[src/rtl/rc4_decrypt_prga.sv]
// RC4 keystream generator: swaps through the S table and writes f ^ ciphertext to the plaintext RAM.
// Nine cycles per byte and done in cycle 9*MSG_LEN+1 after start. The memories are assumed always ready, so there is no backpressure.
module rc4_decrypt_prga #(
  parameter int MSG_LEN = 32,
  parameter int MSG_AW  = 5
) (
  input  logic              clk,
  input  logic              reset_n,
  input  logic              start,
  output logic              busy,
  output logic              done,
  output logic [7:0]        s_address,
  output logic [7:0]        s_data,
  output logic              s_wren,
  input  logic [7:0]        s_q,
  output logic [MSG_AW-1:0] rom_address,
  input  logic [7:0]        rom_q,
  output logic [MSG_AW-1:0] dec_address,
  output logic [7:0]        dec_data,
  output logic              dec_wren
);

  typedef enum logic [3:0] {
    IDLE,
    RD_I,
    GET_I,
    RD_J,
    GET_J,
    WR_I,
    WR_J,
    RD_F,
    GET_F,
    WR_D,
    DONE
  } state_t;

  localparam logic [MSG_AW-1:0] K_LAST = MSG_AW'(MSG_LEN - 1);

  state_t            state;
  state_t            state_nxt;
  logic [7:0]        i;
  logic [7:0]        j;
  logic [7:0]        si;
  logic [7:0]        sj;
  logic [7:0]        f;
  logic [7:0]        enc;
  logic [MSG_AW-1:0] k;
  logic              last_byte;

  assign last_byte = (k == K_LAST);

  always_ff @(posedge clk or negedge reset_n) begin
    if (!reset_n) begin
      state <= IDLE;
    end else begin
      state <= state_nxt;
    end
  end

  always_comb begin
    state_nxt   = state;
    busy        = 1'b1;
    done        = 1'b0;
    s_address   = 8'h00;
    s_data      = 8'h00;
    s_wren      = 1'b0;
    rom_address = k;
    dec_address = k;
    dec_data    = 8'h00;
    dec_wren    = 1'b0;
    unique case (state)
      IDLE: begin
        busy = 1'b0;
        if (start) begin
          state_nxt = RD_I;
        end
      end
      RD_I: begin
        s_address = i;
        state_nxt = GET_I;
      end
      GET_I: state_nxt = RD_J;
      RD_J: begin
        s_address = j;
        state_nxt = GET_J;
      end
      GET_J: state_nxt = WR_I;
      WR_I: begin
        s_address = i;
        s_data    = sj;
        s_wren    = 1'b1;
        state_nxt = WR_J;
      end
      WR_J: begin
        s_address = j;
        s_data    = si;
        s_wren    = 1'b1;
        state_nxt = RD_F;
      end
      RD_F: begin
        // 8-bit sum: the carry out of si+sj is intentionally dropped
        s_address = si + sj;
        state_nxt = GET_F;
      end
      GET_F: state_nxt = WR_D;
      WR_D: begin
        dec_data  = f ^ enc;
        dec_wren  = 1'b1;
        state_nxt = last_byte ? DONE : RD_I;
      end
      DONE: begin
        done      = 1'b1;
        state_nxt = IDLE;
      end
      default: state_nxt = IDLE;
    endcase
  end

  always_ff @(posedge clk or negedge reset_n) begin
    if (!reset_n) begin
      i   <= 8'h00;
      j   <= 8'h00;
      k   <= '0;
      si  <= 8'h00;
      sj  <= 8'h00;
      f   <= 8'h00;
      enc <= 8'h00;
    end else begin
      unique case (state)
        IDLE: begin
          if (start) begin
            i <= 8'h01;
            j <= 8'h00;
            k <= '0;
          end
        end
        GET_I: begin
          si  <= s_q;
          j   <= j + s_q;
          enc <= rom_q;
        end
        GET_J: sj <= s_q;
        GET_F: f <= s_q;
        WR_D: begin
          if (!last_byte) begin
            k <= k + 1'b1;
            i <= i + 8'd1;
          end
        end
        default: ;
      endcase
    end
  end

endmodule

[config.mk]
export PLATFORM = sky130hd
export DESIGN_NAME = rc4_decrypt_prga
export DESIGN_NICKNAME = d
export VERILOG_FILES = /design/src/rtl/rc4_decrypt_prga.sv
export SDC_FILE = /design/constraint.sdc
export NUM_CORES = 1
export LEC_CHECK = 0
export CAP_MARGIN = 15
export CORE_AREA = 2 2 86 88
export CTS_CLUSTER_SIZE = 12
export DETAILED_ROUTE_END_ITERATION = 10
export DIE_AREA = 0 0 88 90
export GPL_TIMING_DRIVEN = 0
export PLACE_DENSITY = 0.7
export REMOVE_ABC_BUFFERS = 1
export SYNTH_ARGS = -nofsm -noshare
export SYNTH_HDL_FRONTEND = slang
export SYNTH_SLANG_ARGS = --single-unit
[constraint.sdc]
create_clock -name clk -period 2.4 [get_ports clk]
set_input_delay 0.36 -clock clk [delete_from_list [all_inputs] [get_ports clk]]
set_output_delay 0.36 -clock clk [all_outputs]
set_load 0.05 [all_outputs]
==> qor.yml <==
synth_edf_count: 0
place_congestion: 0.8155
start_util_pct: 48.16
worstSetupPathType: "flip-flop to output pin"
layout_setup_ws_ps: -296.2
place_area_sq_mm: 0.003971
synth_warnings: 0
synth_cell_types: 47
outcome: "finished, violations left"
n_fill_cell: 619
io_buffers: 56
syn_avg_cell_area_sq_um: 9.496
power_density_mw_per_mm2: 1463
core_sq_mm: 0.007020
crit_start: "sj[0]"
ys_seq_elements: 57
drcViolationCount: 0
drive_gt1_share_pct: 23.74
yosysMostFrequentCell: "nand2_1"
synth-seq-area-share_pct: 42.19
p_switching_mw: 2.949
reg2reg_to: "dec_address[3]"
violations: "hold timing, setup timing"
drv_slew: 0
synthFlopType: "dfrtp_1"
cts_buffers: 9
grt_setup_unrepaired: "yes"
clock-sinks: 57
fin_crit_ps: 2696
r2r.worst_path.cells: 5
synthArstFlopShare_pct: 100.0
clockRootBuffer: "clkbuf_8"
die_area_sq_mm: 0.007920
relSlewSlack_pct: 39.56
wl_mm: 8.555
area_growth_pct: 28.46
synthTopCellsByArea: "dfrtp_1, nand2_1, ha_1"
crit_end: "s_address[6]"
fin_crit_sh_pct: 112.3
rows: 31
hold_class: "input pin to async pin"
crit_path_max_fanout: 2
cts.path.max_buffers: 2
end_kind: "output pin"
vias_per_cell: 5.483
vdd_drop_max_v: 0.0006561
power_frac_seq_pct: 28.9
p_comb_share_pct: 57.6
grt_max_degree: 35
detail_route.wl_per_cell_um: 16.58
die_height_um: 90
synth_common_cells: "nand2_1, dfrtp_1, nor2_1"
place_ws_ps: -697.9
hpwl_mm: 5.787
final_area_sq_mm: 0.004343
worst_ep_required_time_ps: 2040
yosysTopAreaCellShare_pct: 42.19
drv_cap: 0
nets: 451
startpoint_type: "flip-flop"
clkPwrFrac_pct: 13.4
holdWs_ps: -1.134
p_sw_share_pct: 46.41
overflow: 0
clk_pin_slew_worst_paths_ps: 70
fin_tns_setup_ps: -1063
timing.rr.start: "state[0]"
fmaxAchievable_mhz: 370.9
multi_input_area_sq_mm: 0.001927
r2r_setup_slack_ps: 240
hold_viol_final: 1
yosysTopAreaCell: "dfrtp_1"
track_usage_pct: 23.48
num_io_pins: 57
antenna_found_initial: 0
seq_area_sq_mm: 0.001433
syn_area_sq_mm: 0.003381
antenna_cells: 0
crit_arrival_ps: 2340
antenna_left: 0
skew_ps: 7.459
cts_tree: "done"
power.leakage_nw: 1.997
setup_violations: 6
die-width_um: 88
p_int_mw: 3.406
grt_pass1_wl_mm: 14.21
vias: 2829
clk-insertion-delay-late_ps: 340
htree_levels: 3
drtIter0Drc: 123
dr.pass1.iters: 4
tightest_slew_ps: 901.6
syn-instance-count: 356
grt_pass1_vias: 2776
-- cell type report --
cell class / instances / share of cell area (%)
clock inverters: 4 / 1.037
inverters: 6 / 0.5186
repair buffers: 68 / 15.21
clock buffers: 11 / 3.025
well taps: 99 / 2.852
flip-flops and latches: 57 / 32.99
multi-input cells: 271 / 44.37
-- layout by cell type, fill, tap and decap left out, drive strengths merged, types with 4 or more instances in the layout --
cell,instances
nor3b,5
a21o,7
nor2,33
nand2b,5
ha,17
buf,19
xor2,9
clkdlybuf4s50,27
a22o,4
nor3,6
clkbuf,18
nand3,10
a21oi,13
clkdlybuf4s15,12
xnor2,16
and3,4
a22oi,13
inv,6
dfrtp,57
mux2,18
o21ai,15
nand2,62
-- worst max-delay path, cell delays in order, from the launching register on --
cell,delay (ps)
dfrtp_1,390
ha_2,210
fa_2,340
a21o_1,180
a21o_1,190
a21oi_2,170
mux2i_1,200
o211ai_1,120
buf_4,210
-- timing repair --
action / 4_1_cts / 5_1_grt
pin swaps: 8 / 6
setup buffers: 7 / 3
setup endpoints to repair: 41 / 21
endpoints found under the hold margin: 0 / 0
gates resized for setup: 121 / 20
hold buffers: 0 / 0
-- flip-flops by register name, indices dropped and copies added (netlist names) --
signal / flops
si: 8
enc: 8
dec_address: 5
f: 8
j: 8
i: 8
state: 4
sj: 8
-- per-stage QoR --
stage / total power, mW / util (%) / std cells
floorplan: 4.099 / - / 334
global placement: 4.955 / 56.12 / 489
detailed placement: 5.056 / 56.57 / 491
CTS: 6.213 / 61.25 / 513
global route: 6.808 / 61.86 / 516
finish: 6.355 / 61.86 / 516
-- power by group through the flow --
| stage | Clock [mW] | Combinational (mW) | Sequential (mW) |
|---|---|---|---|
| detailed placement | 0 | 3.25 | 1.80 |
| global route | 0.911 | 3.99 | 1.91 |
| CTS | 0.871 | 3.52 | 1.82 |
| floorplan | 0 | 2.31 | 1.78 |
| finish | 0.855 | 3.66 | 1.84 |
| global placement | 0 | 3.18 | 1.77 |
-- worst min-delay path by stage --
| stage | end | slack [ps] | cells after the start |
|---|---|---|---|
| after detailed placement | dec_address[2] | 390 | 1 |
| after global routing | dec_address[2] | 40 | 1 |
| final | dec_address[2] | -1 | 1 |
| after CTS | dec_address[2] | 10 | 1 |
| after global placement | j[7] | 460 | 1 |
| after floorplan | dec_address[0] | 60 | 0 |
-- metal layers --
metal	part of all wire, %	GRT usage, %	vias to the layer above
met5	0	0	-
met4	1.9	8.077	0
met3	5.3	7.530	14
met2	48	35.61	71
met1	45	31.50	1388
li1	-	-	1356
-- cells by family after synthesis --
family | after synthesis | share of synthesized area, %
muxes | 21 | 6.884
DFF | 57 | 42.19
xor gates and xnor gates | 25 | 6.477
buffers and inverters | 28 | 4.367
AOI/OAI and AO/OA | 68 | 13.69
adders and majority gates | 19 | 7.476
and+or+nand+nor | 138 | 18.91
(Power assumes the default switching activity.)
